## config.mk

```make
export PLATFORM = sky130hd
export DESIGN_NAME = character_display_controller
export DESIGN_NICKNAME = d
export VERILOG_FILES = /design/src/rtl/character_display_controller.sv
export SDC_FILE = /design/constraint.sdc
export NUM_CORES = 1
export LEC_CHECK = 0
export CAP_MARGIN = 0
export CORE_ASPECT_RATIO = 2
export CORE_MARGIN = 8
export CORE_UTILIZATION = 45
export CTS_CLUSTER_DIAMETER = 100
export DETAILED_ROUTE_END_ITERATION = 8
export PLACE_DENSITY = 0.83
export SLEW_MARGIN = 0
export SYNTH_ARGS = -nofsm -noshare
export SYNTH_HDL_FRONTEND = slang
export SYNTH_SLANG_ARGS = --single-unit
export TNS_END_PERCENT = 20
```

## constraint.sdc

```tcl
create_clock -name clock_50 -period 3.7 [get_ports clock_50]
set_input_delay 0.37 -clock clock_50 [delete_from_list [all_inputs] [get_ports clock_50]]
set_output_delay 0.37 -clock clock_50 [all_outputs]
set_load 0.01 [all_outputs]
```

## src/rtl/character_display_controller.sv

```systemverilog
// Sprite engine: sweeps the five moving characters as 5x5 bitmaps, one pixel per clock.
// Optional macro CDC_SCREEN_CLIP_EN suppresses plots that fall outside the 160x120 screen.
module character_display_controller #(
    parameter logic [2:0] PACMAN_COLOR = 3'b110,
    parameter logic [2:0] GHOST1_COLOR = 3'b100,
    parameter logic [2:0] GHOST2_COLOR = 3'b101,
    parameter logic [2:0] GHOST3_COLOR = 3'b011,
    parameter logic [2:0] GHOST4_COLOR = 3'b010
) (
    input  logic       clock_50,
    input  logic       reset,
    input  logic       en,
    input  logic       pacman_orientation,
    output logic [2:0] character_type,
    input  logic [7:0] char_x,
    input  logic [7:0] char_y,
    output logic       vga_plot,
    output logic [7:0] vga_x,
    output logic [7:0] vga_y,
    output logic [2:0] vga_color
);

    logic [2:0] col;
    logic [2:0] row;
    logic [2:0] char_cnt;
    logic [0:4] row_bits;
    logic [2:0] pixel_color;
    logic       pixel_on;
    logic [8:0] sum_x;
    logic [8:0] sum_y;

    assign character_type = char_cnt;
    assign sum_x = {1'b0, char_x} + {6'b0, col};
    assign sum_y = {1'b0, char_y} + {6'b0, row};

    // Bitmap row for the current character; index 0 of row_bits is the leftmost column.
    always_comb begin
        row_bits    = 5'b00000;
        pixel_color = 3'b000;
        case (char_cnt)
            3'd0: begin
                pixel_color = PACMAN_COLOR;
                if (pacman_orientation) begin
                    case (row)
                        3'd0: row_bits = 5'b01110;
                        3'd1: row_bits = 5'b01111;
                        3'd2: row_bits = 5'b00111;
                        3'd3: row_bits = 5'b01111;
                        3'd4: row_bits = 5'b01110;
                        default: row_bits = 5'b00000;
                    endcase
                end else begin
                    case (row)
                        3'd0: row_bits = 5'b01110;
                        3'd1: row_bits = 5'b11110;
                        3'd2: row_bits = 5'b11100;
                        3'd3: row_bits = 5'b11110;
                        3'd4: row_bits = 5'b01110;
                        default: row_bits = 5'b00000;
                    endcase
                end
            end
            3'd1, 3'd2, 3'd3, 3'd4: begin
                case (char_cnt)
                    3'd1:    pixel_color = GHOST1_COLOR;
                    3'd2:    pixel_color = GHOST2_COLOR;
                    3'd3:    pixel_color = GHOST3_COLOR;
                    default: pixel_color = GHOST4_COLOR;
                endcase
                case (row)
                    3'd0: row_bits = 5'b01110;
                    3'd1: row_bits = 5'b11111;
                    3'd2: row_bits = 5'b10101;
                    3'd3: row_bits = 5'b11111;
                    3'd4: row_bits = 5'b10101;
                    default: row_bits = 5'b00000;
                endcase
            end
            default: begin
                row_bits    = 5'b00000;
                pixel_color = 3'b000;
            end
        endcase
    end

    always_comb begin
        pixel_on = 1'b0;
        if (col <= 3'd4) begin
            pixel_on = row_bits[col];
        end
`ifdef CDC_SCREEN_CLIP_EN
        if ((sum_x > 9'd159) || (sum_y > 9'd119)) begin
            pixel_on = 1'b0;
        end
`endif
    end

    // Column fastest, then row, then character; an illegal character index recovers to Pac-Man.
    always_ff @(posedge clock_50 or negedge reset) begin
        if (!reset) begin
            col      <= 3'd0;
            row      <= 3'd0;
            char_cnt <= 3'd0;
        end else if (char_cnt > 3'd4) begin
            col      <= 3'd0;
            row      <= 3'd0;
            char_cnt <= 3'd0;
        end else if (en) begin
            if (col == 3'd4) begin
                col <= 3'd0;
                if (row == 3'd4) begin
                    row      <= 3'd0;
                    char_cnt <= (char_cnt == 3'd4) ? 3'd0 : char_cnt + 3'd1;
                end else begin
                    row <= row + 3'd1;
                end
            end else begin
                col <= col + 3'd1;
            end
        end
    end

    always_ff @(posedge clock_50 or negedge reset) begin
        if (!reset) begin
            vga_plot  <= 1'b0;
            vga_x     <= 8'd0;
            vga_y     <= 8'd0;
            vga_color <= 3'd0;
        end else if (en) begin
            vga_plot  <= pixel_on;
            vga_x     <= sum_x[7:0];
            vga_y     <= sum_y[7:0];
            vga_color <= pixel_color;
        end else begin
            vga_plot <= 1'b0;
        end
    end

endmodule

```

* Word level (Yosys, flattened, before mapping)
Cells that the tools add are included.
** Operators by class
- Multiplexer cells :: 24
- $mul :: 0
- Bitwise logic cells :: 1
- Reductions and logical operators :: 11
- $lt $le $gt $ge :: 3
- Div/mod/pow operators :: 0
- Equal/unequal tests :: 9
- $add $sub $neg :: 5
- Shift-type cells :: 0
** Operator list (count)
- 2-to-1 mux 3 bit :: 12
- one-hot mux 5 bit (3 select lines) :: 2
- adder 8 x 3 -> 8 bit :: 2
- equality test 3 x 2 -> 1 bit, second input constant :: 4
- one-hot mux 4 bit (3 select lines) :: 1
- one-hot mux 5 bit (2 select lines) :: 1
- adder 3 x 1 -> 3 bit, second input constant :: 3
- equality test 3 bit, second input constant :: 3
- one-hot mux 3 bit (3 select lines) :: 1
- equality test 3 x 1 -> 1 bit, second input constant :: 2
- logical NOT 3 bit :: 2
- one-hot mux 3 bit (2 select lines) :: 1
- nonzero test 2 bit :: 3
- OR reduction 2 bit :: 3
- 2-to-1 mux 5 bit :: 1
- greater-or-equal comparator 4 bit, second input constant :: 1
- 2-to-1 mux 1 bit :: 4
- NOT 3 -> 4 bit :: 1
- OR reduction 4 bit :: 1
- binary-select mux 1 bit (select 3 bit) :: 1
- > comparator 3 bit, second input constant :: 1
- less-or-equal comparator 3 bit, second input constant :: 1
- AND reduction 3 bit :: 1
- AND reduction 2 bit :: 1
** Storage, ports and cells
- Output and inout bits :: 23
- ROM bits :: 0
- Memories :: 0
- Logic and storage cells :: 60
- Bits of input ports :: 20
- Bits in writable memories :: 0
- Bits in latches :: 0
- Flip-flop bits (word level) :: 29

* Depth between registers and ports, before layout
Gate-level depths: netlist of the first run.
- Depth after elaboration :: 10
- Depth in mapped cells :: 7

* Least setup slack after synthesis of the first run
No wires, ideal clock.
- Kind :: register to register
- Start point :: register col[0]
- End point :: register vga_x[6]
- Path buffers :: 0
- Setup slack :: 2.020 ns
- Setup time :: 0.077 ns
- Cell stages (with the launch flop) :: 8
- Data arrival time :: 1.602 ns
- Data required time :: 3.623 ns
- Cell sequence :: dfrtp_1 ha_1 inv_1 fa_1 nor2b_1 o2111ai_1 xor2_1 a21oi_1
** Between the ends
- Longest elaborated chain between the ends :: 1
** RTL lines
- start: declaration :: RTL line 23 : logic [2:0] col;
- start signal: assignment :: RTL line 118 : col <= col + 3'd1;
- adder 8 x 3 -> 8 bit :: RTL line 33 : assign sum_x = {1'b0, char_x} + {6'b0, col};
- end signal: assignment :: RTL line 131 : vga_x <= sum_x[7:0];
- end: declaration :: RTL line 18 : output logic [7:0] vga_x,
Every way passes these cells.
A chain may end at the register's enable or synchronous reset.

* Worst setup path in the final report of the first run
- Start point :: register row[0]
- End point :: register vga_y[6]
** Between the ends
- Longest elaborated chain between the ends :: 1
** RTL lines
- start: declaration :: RTL line 24 : logic [2:0] row;
- start signal: assignment :: RTL line 115 : row <= row + 3'd1;
- adder 8 x 3 -> 8 bit :: RTL line 34 : assign sum_y = {1'b0, char_y} + {6'b0, row};
- end signal: assignment :: RTL line 132 : vga_y <= sum_y[7:0];
- end: declaration :: RTL line 19 : output logic [7:0] vga_y,
Every way passes these cells.

==> results of run 1 <==
==> flip-flops by register name, indices dropped and copies added (netlist names) <==
register        cells
vga_color           3
col                 3
vga_plot            1
vga_x               8
row                 3
vga_y               8
character_type      3
==> worst paths after layout <==
check                        startpoint            to  slack (ns)  cells past startpoint
max                              row[0]      vga_y[6]        1.73                      7
min                               reset      vga_y[1]        0.47                      2
max reg2reg                      row[0]      vga_y[6]        1.73                      7
min reg2reg                vga_color[2]  vga_color[2]        0.50                      1
max in group asynchronous         reset      vga_plot        2.96                      2
min in group clock_50      vga_color[2]  vga_color[2]        0.50                      1
==> where the power goes <==
| group | leakage (nW) | switching (mW) | internal (mW) |
|---|---|---|---|
| Clock | 0.0443 | 0.112 | 0.147 |
| Sequential | 0.344 | 0.108 | 0.425 |
| Combinational | 0.682 | 0.356 | 0.416 |
| Total | 1.07 | 0.576 | 0.989 |
==> critical path: cells and delay by family (launching register included) <==
family | cells | cell delay, ns
AOI/OAI and AO/OA | 2 | 0.30
xor gates and xnor gates | 1 | 0.17
adders and majority gates | 2 | 0.64
buffers and inverters | 1 | 0.05
DFF | 1 | 0.55
and+or+nand+nor | 1 | 0.18
==> layer usage <==
layer | share of wire | vias to the layer above
met5 | 0 | -
met4 | 0.039 | 0
met3 | 0.041 | 12
met2 | 0.57 | 35
met1 | 0.35 | 772
li1 | - | 782
==> layout make-up <==
cell class              instances  share of cell area
flip-flops and latches         29               0.294
well taps                      52              0.0264
inverters                      17              0.0259
repair buffers                 44               0.177
multi-input cells             144               0.442
clock buffers                   7              0.0350
==> kinds of logic after synthesis <==
kind of cell,after synthesis
buffers and inverters,23
AOI/OAI and AO/OA,44
xor gates and xnor gates,6
DFF,29
and+or+nand+nor,60
muxes,15
adders and majority gates,19
==> through the flow <==
| step | utilization | instances |
|---|---|---|
| after floorplan | - | 196 |
| after global placement | 0.582 | 286 |
| after detailed placement | 0.582 | 286 |
| after CTS | 0.603 | 293 |
| after global routing | 0.603 | 293 |
| final | 0.603 | 293 |
==> synth_stat cells, types with 6 or more instances <==
| master | count | area [µm²] |
|---|---|---|
| nand3_1 | 7 | 35.0 |
| o21ai_0 | 7 | 35.0 |
| nor2b_1 | 9 | 56.3 |
| nor2_1 | 11 | 41.3 |
| nand2_1 | 13 | 48.8 |
| dfrtp_1 | 29 | 726 |
| inv_1 | 16 | 60.1 |
| mux2_2 | 8 | 90.1 |
| ha_1 | 17 | 213 |
| mux2i_1 | 6 | 60.1 |
| a21oi_1 | 9 | 45.0 |
==> out/metrics.csv, run 1 <==
metric,value,unit
DIE WIDTH,62.1,µm
"EDFF count, synth",0,
drt drc,0,
Port Buffers,42,
#FFs+latches synth,29,
Final Max Slew Viols,0,
clock buffer depth,2,
met1 Use GR,0.129,
worst hold slack,0.471,ns
first-pass GRT wire length,7090,µm
# diodes,0,
cell count after synthesis,196,
TritonCTS Buffers,5,
total grt overflow,0,
CTS resizes,0,
Final WS setup,1.73,ns
crit-path cells,"ha_1, inv_1, fa_1, nor2b_1, o2111ai_1, xor2_1, a21oi_1",
Clock Pin Slew Worst Setup and Hold Paths,0.06,ns
Synth Warn #,0,
Design Power,1.56,mW
Setup Buffers After CTS,0,
Starting Density,0.467,
XOR/XNOR Fraction of Synth Area,0.0275,
Lkg Pwr,1.07,nW
Worst Path Required,3.90,ns
routing usage on met2,0.258,
Worst Path Arrival,2.17,ns
Register Area,726,µm²
std cell rows,33,
Layout Nets,280,
gp weighted congestion,0.898,
Post-Syn Nets,235,
Worst-Margin Slew,0.368,ns
max-cap violation count,0,
Synth cell types,43,
pwr dens,635,mW/mm²
outcome,"complete, no violations",
multiplexer share of the synthesized area,0.0845,
GRT busiest layer,met2,
fillers,357,
initial antenna violation count,0,
"Primary FF master, synth",dfrtp_1,
delay of the slowest critical-path stage,0.55,ns
die height,108,µm
Post-DP Area,0.00238,mm²
syn_area_per_cell,9.75,µm²
Routed Antenna Nets,0,
IO Pins,43,
core area,0.00409,mm²
All-Layer GR Usage,0.140,
dpl ws,1.54,ns
skew final,0.00621,ns
CP endpoint kind,register,
Worst setup SP type,register,
sequential area share after synthesis,0.380,
fin area,0.00246,mm²
setup TNS,0,ns
CP max-delay cell,dfrtp_1,
post-synthesis simple-gate area fraction,0.171,
crit share post-route,0.533,
post-synthesis compound-gate area fraction,0.155,
synth-to-layout area growth,29.0,%
Initial DRT Pass Iterations,4,
Setup-failing EPs final,0,
clk root buf,clkbuf_8,
CTS hold repair buffers,0,
RSZ-0062 raised after global routing,false,
largest net degree at the start of global routing,36,
"most common cell after layout, fill and taps aside",clkdlybuf4s50_1,
crit-path max FO,10,
routed len/inst,14.9,µm
post-synthesis adder-cell area fraction,0.132,
CP Class,register to register,
largest family of logic cells by synthesized area,simple AND/OR/NAND/NOR gates,
mapped cell area,0.00191,mm²
most frequent cells in the layout,"clkdlybuf4s50_1, dfrtp_1, ha_1",
post-DR vias/cell,5.46,
crit path time final,1.97,ns
fmax,507,MHz
HPWL after DPL,3410,µm
ratio of cells with drive above 1 in the final layout,0.0913,
CTS sink count,29,
CTS tree,yes,
via count,1601,
Die Area,0.00671,mm²
total wire length,4350,µm
Slew HR,0.755,
asr flop ratio synth,1.00,
GR Util met3,0.0214,
H-Tree Level Count,2,
clock latency on the worst-skew pair,0.28,ns
Final Hold Vio Count,0,
Min-Delay Path Class,primary input to asynchronous set/reset pin,
Max VDD drop,0.361,mV
vias in the first global route,1643,
multi-input logic area,0.00109,mm²
1st-iter DRT viols,40,
Power figures use the tool's default switching activity.
==> inputs of run 2 (changes only) <==
clock period = 1.9 ns   (was 3.7 ns; I/O delays follow)
==> run 2 against run 1 <==
Against the previous run: register-to-register slack lost 1.6 ns; sequential share of layout area shrank 0.61 points; via count up 0.50%; critical path depth shrank 1; final cell count increased by 2.4%; design area increased by 2.1%; clock skew increased by 0.0011 ns; global-route usage up 0.16 points; combinational power rose by 120%; first-iteration DRC count decreased by 20%; fmax up 11%; clock power grew 95%.
==> out/metrics.csv, run 2 (synthesized netlist as in run 1, its figures left out) <==
metric,value,unit,change
Final Hold Vio Count,0,,unchanged
RSZ-0062 raised after global routing,false,,unchanged
via count,1609,,was 1601
Layout Nets,287,,was 280
All-Layer GR Usage,0.142,,was 0.140
Max VDD drop,0.790,mV,was 0.361 mV
H-Tree Level Count,2,,unchanged
HPWL after DPL,3460,µm,was 3410 µm
pwr dens,1250,mW/mm²,was 635 mW/mm²
dpl ws,-0.0673,ns,was 1.54 ns
outcome,"complete, no violations",,unchanged
fin area,0.00252,mm²,was 0.00246 mm²
clock latency on the worst-skew pair,0.28,ns,about the same
CTS tree,yes,,unchanged
Final WS setup,0.117,ns,was 1.73 ns
Worst Path Required,2.03,ns,was 3.90 ns
CP Class,register to register,,unchanged
routed len/inst,14.8,µm,was 14.9 µm
ratio of cells with drive above 1 in the final layout,0.117,,was 0.0913
crit path time final,1.78,ns,was 1.97 ns
crit-path max FO,6,,was 10
# diodes,0,,unchanged
initial antenna violation count,0,,unchanged
TritonCTS Buffers,5,,unchanged
CTS sink count,29,,unchanged
gp weighted congestion,0.853,,was 0.898
max-cap violation count,0,,unchanged
Post-DP Area,0.00243,mm²,was 0.00238 mm²
most frequent cells in the layout,"clkdlybuf4s50_1, dfrtp_1, ha_1",,unchanged
clk root buf,clkbuf_8,,unchanged
Die Area,0.00671,mm²,unchanged
Starting Density,0.467,,unchanged
CTS hold repair buffers,0,,unchanged
skew final,0.00735,ns,was 0.00621 ns
CP max-delay cell,dfrtp_1,,unchanged
Design Power,3.15,mW,was 1.56 mW
first-pass GRT wire length,7130,µm,was 7090 µm
Slew HR,0.746,,was 0.755
1st-iter DRT viols,32,,was 40
Initial DRT Pass Iterations,4,,unchanged
std cell rows,33,,unchanged
die height,108,µm,unchanged
total wire length,4430,µm,was 4350 µm
"most common cell after layout, fill and taps aside",clkdlybuf4s50_1,,unchanged
IO Pins,43,,unchanged
Worst setup SP type,register,,unchanged
Worst Path Arrival,1.92,ns,was 2.17 ns
drt drc,0,,unchanged
crit-path cells,"inv_1, ha_1, mux2_1, o21ai_1, a221o_1, o221ai_1",,"was ha_1, inv_1, fa_1, nor2b_1, o2111ai_1, xor2_1, a21oi_1"
vias in the first global route,1652,,was 1643
synth-to-layout area growth,31.8,%,was 29.0%
post-DR vias/cell,5.36,,was 5.46
Lkg Pwr,1.10,nW,was 1.07 nW
CP endpoint kind,register,,unchanged
Final Util,0.616,,was 0.603
CTS resizes,0,,unchanged
largest net degree at the start of global routing,30,,was 36
Port Buffers,42,,unchanged
Final Max Slew Viols,0,,unchanged
Min-Delay Path Class,primary input to asynchronous set/reset pin,,unchanged
fillers,334,,was 357
clock buffer depth,2,,unchanged
worst hold slack,0.299,ns,was 0.471 ns
delay of the slowest critical-path stage,0.46,ns,was 0.55 ns
core area,0.00409,mm²,unchanged
Setup-failing EPs final,0,,unchanged
total grt overflow,0,,unchanged
crit share post-route,0.939,,was 0.533
Routed Antenna Nets,0,,unchanged
DIE WIDTH,62.1,µm,unchanged
Clock Pin Slew Worst Setup and Hold Paths,0.06,ns,about the same
biggest regs,"vga_x x8, vga_y x8",,unchanged
Worst-Margin Slew,0.381,ns,was 0.368 ns
Setup Buffers After CTS,0,,unchanged
fmax,561,MHz,was 507 MHz
-- run 2: changes by cell type in the layout (fill, tap and decap cells not counted) --
cell,before,now
buf_4,2,9
-- run 2: per-stage QoR --
stage                     setup TNS (ns)  instances
after CTS                              0        300
after detailed placement          -0.108        293
final                                  0        300
after global routing                   0        300
after global placement           -0.0157        293
after floorplan                        0        196
-- run 2: final cells by class --
type	instances	area (µm²)	share of cell area
sequential	29	726	0.288
timing repair buffer	51	488	0.194
clock buffer	7	86.3	0.0343
multi-input combinational	144	1090	0.432
inverter	17	63.8	0.0253
tap	52	65.1	0.0258
-- run 2: path summary, 6_finish.rpt --
| kind | startpoint | to | slack, ns | cells after the start |
|---|---|---|---|---|
| max | row[0] | vga_plot | 0.12 | 6 |
| min | reset | vga_y[1] | 0.30 | 2 |
| max reg2reg | row[0] | vga_plot | 0.12 | 6 |
| min reg2reg | vga_color[2] | vga_color[2] | 0.50 | 1 |
| max in group asynchronous | reset | character_type[2] | 1.31 | 2 |
| min in group clock_50 | vga_color[2] | vga_color[2] | 0.50 | 1 |
-- run 2: metal layers --
layer | GRT usage | vias up | wire (µm)
li1 | - | 795 | -
met1 | 0.132 | 764 | 1560
met2 | 0.261 | 39 | 2540
met3 | 0.0238 | 11 | 183
met4 | 0.0920 | 0 | 151
met5 | 0 | - | 0
-- run 2: critical path, delay by kind of cell (launching register included) --
kind,cells,cell delay (ns)
buffers and inverters,1,0.10
adder cells (fa/ha/maj),1,0.25
flip-flops,1,0.46
multiplexers,1,0.31
AO/OA/AOI/OAI,3,0.51
-- run 2: report_power, final --
group,total (mW),switching [mW],internal (mW)
clock,0.504,0.217,0.287
sequential,0.985,0.156,0.829
combinational,1.66,0.787,0.875
total,3.15,1.16,1.99
==> inputs of run 3 (changes only) <==
MAX_ROUTING_LAYER = met4   (was default)
==> run 3 against run 2 <==
Against the previous run: utilization unchanged; sequential share of layout area unchanged; clock skew is essentially flat; hold slack barely moved; sequential power about the same; via count is 0.75% higher; fmax is 0.12% higher; critical path depth is 1 higher; critical endpoint is now vga_y[6]; largest power group unchanged; first-iteration DRC count is 9.4% higher; clock power barely moved; largest cell class unchanged; power decreased by 0.12%.
==> out/metrics.csv, run 3 (synthesized netlist as in run 1, its figures left out) <==
metric,value,unit,change
via count,1621,,was 1609
clock latency on the worst-skew pair,0.28,ns,about the same
Reg-to-Reg Start,row[0],,unchanged
Die Area,0.00671,mm²,unchanged
Design Power,3.15,mW,about the same
Final Util,0.616,,unchanged
Final Hold Vio Count,0,,unchanged
post-DR vias/cell,5.40,,was 5.36
synth-to-layout area growth,31.8,%,unchanged
Worst-Margin Slew,0.379,ns,was 0.381 ns
crit share post-route,0.938,,was 0.939
die height,108,µm,unchanged
Reg2Reg Setup Slack,0.12,ns,about the same
skew final,0.00746,ns,was 0.00735 ns
IO Pins,43,,unchanged
vias in the first global route,1651,,was 1652
dpl ws,-0.0673,ns,unchanged
Port Buffers,42,,unchanged
CTS sink count,29,,unchanged
fin area,0.00252,mm²,unchanged
clk root buf,clkbuf_8,,unchanged
Setup-failing EPs final,0,,unchanged
CTS hold repair buffers,0,,unchanged
pwr dens,1250,mW/mm²,about the same
Clock Pin Slew Worst Setup and Hold Paths,0.06,ns,about the same
Min-Delay Path Class,primary input to asynchronous set/reset pin,,unchanged
CTS tree,yes,,unchanged
fmax,561,MHz,about the same
CP endpoint kind,register,,unchanged
ratio of cells with drive above 1 in the final layout,0.117,,unchanged
CTS resizes,0,,unchanged
outcome,"complete, no violations",,unchanged
Initial DRT Pass Iterations,4,,unchanged
std cell rows,33,,unchanged
Routed Antenna Nets,0,,unchanged
Starting Density,0.467,,unchanged
initial antenna violation count,0,,unchanged
Bufs and invs on worst path,1,,unchanged
Lkg Pwr,1.10,nW,unchanged
Final Max Slew Viols,0,,unchanged
fillers,334,,unchanged
biggest regs,"vga_x x8, vga_y x8",,unchanged
core area,0.00409,mm²,unchanged
Final WS setup,0.119,ns,was 0.117 ns
# diodes,0,,unchanged
H-Tree Level Count,2,,unchanged
crit path time final,1.78,ns,about the same
first-pass GRT wire length,7130,µm,unchanged
DIE WIDTH,62.1,µm,unchanged
"most common cell after layout, fill and taps aside",clkdlybuf4s50_1,,unchanged
CP top delay family,adder cells,,was compound AO/OA/AOI/OAI gates
multi-input logic area,0.00109,mm²,unchanged
CP Class,register to register,,unchanged
Max VDD drop,0.789,mV,was 0.790 mV
clock buffer depth,2,,unchanged
routed len/inst,14.7,µm,was 14.8 µm
Worst Path Arrival,1.99,ns,was 1.92 ns
1st-iter DRT viols,35,,was 32
RR Endpoint,vga_y[6],,was vga_plot
Post-DP Area,0.00243,mm²,unchanged
crit-path cells,"ha_1, inv_1, fa_1, nor2b_1, o2111ai_1, xor2_1, a21oi_1",,"was inv_1, ha_1, mux2_1, o21ai_1, a221o_1, o221ai_1"
total grt overflow,0,,unchanged
CP max-delay cell,dfrtp_1,,unchanged
Worst setup SP type,register,,unchanged
Worst Path Required,2.11,ns,was 2.03 ns
largest net degree at the start of global routing,30,,unchanged
worst reg2reg path depth,7,,was 6
HPWL after DPL,3460,µm,unchanged
TritonCTS Buffers,5,,unchanged
most frequent cells in the layout,"clkdlybuf4s50_1, dfrtp_1, ha_1",,unchanged
RSZ-0062 raised after global routing,false,,unchanged
All-Layer GR Usage,0.146,,was 0.142
Layout Nets,287,,unchanged
Setup Buffers After CTS,0,,unchanged
total wire length,4410,µm,was 4430 µm
Register Area,726,µm²,unchanged
gp weighted congestion,0.866,,was 0.853
delay of the slowest critical-path stage,0.46,ns,about the same
Slew HR,0.747,,was 0.746
crit-path max FO,6,,unchanged
drt drc,0,,unchanged
setup TNS,0,ns,unchanged
max-cap violation count,0,,unchanged
[run 3: cell counts in the layout (fill, tap and decap cells not counted)]
Identical to the previous run, type by type.
[run 3: how the worst max path moves through the flow]
stage / from / to / slack, ns / depth (start not counted)
finish: row[0] / vga_y[6] / 0.12 / 7
global route: row[0] / vga_y[6] / 0.001 / 7
CTS: row[0] / vga_y[6] / 0.12 / 7
detailed placement: char_x[0] / vga_x[6] / -0.07 / 8
global placement: char_x[0] / vga_x[6] / -0.02 / 8
floorplan: col[0] / vga_x[6] / 0.22 / 7
[run 3: final cells by class]
type,count,area share
clock buffer,7,0.0343
timing repair buffer,51,0.194
multi-input combinational,144,0.432
sequential,29,0.288
inverter,17,0.0253
tap,52,0.0258
[run 3: power by group]
group          internal, mW  switching (mW)
sequential            0.829           0.157
combinational         0.875           0.780
clock                 0.287           0.219
[run 3: layer usage]
| layer | vias up | GRT usage | share of wire |
|---|---|---|---|
| li1 | 800 | - | - |
| met1 | 769 | 0.132 | 0.35 |
| met2 | 41 | 0.261 | 0.58 |
| met3 | 11 | 0.0238 | 0.042 |
| met4 | 0 | 0.0920 | 0.030 |
| met5 | - | - | 0 |
[run 3: per-stage QoR]
stage | std cells | hold WS [ns]
floorplan | 196 | -0.106
global placement | 293 | 0.490
detailed placement | 293 | 0.496
CTS | 300 | 0.308
global route | 300 | 0.324
finish | 300 | 0.299
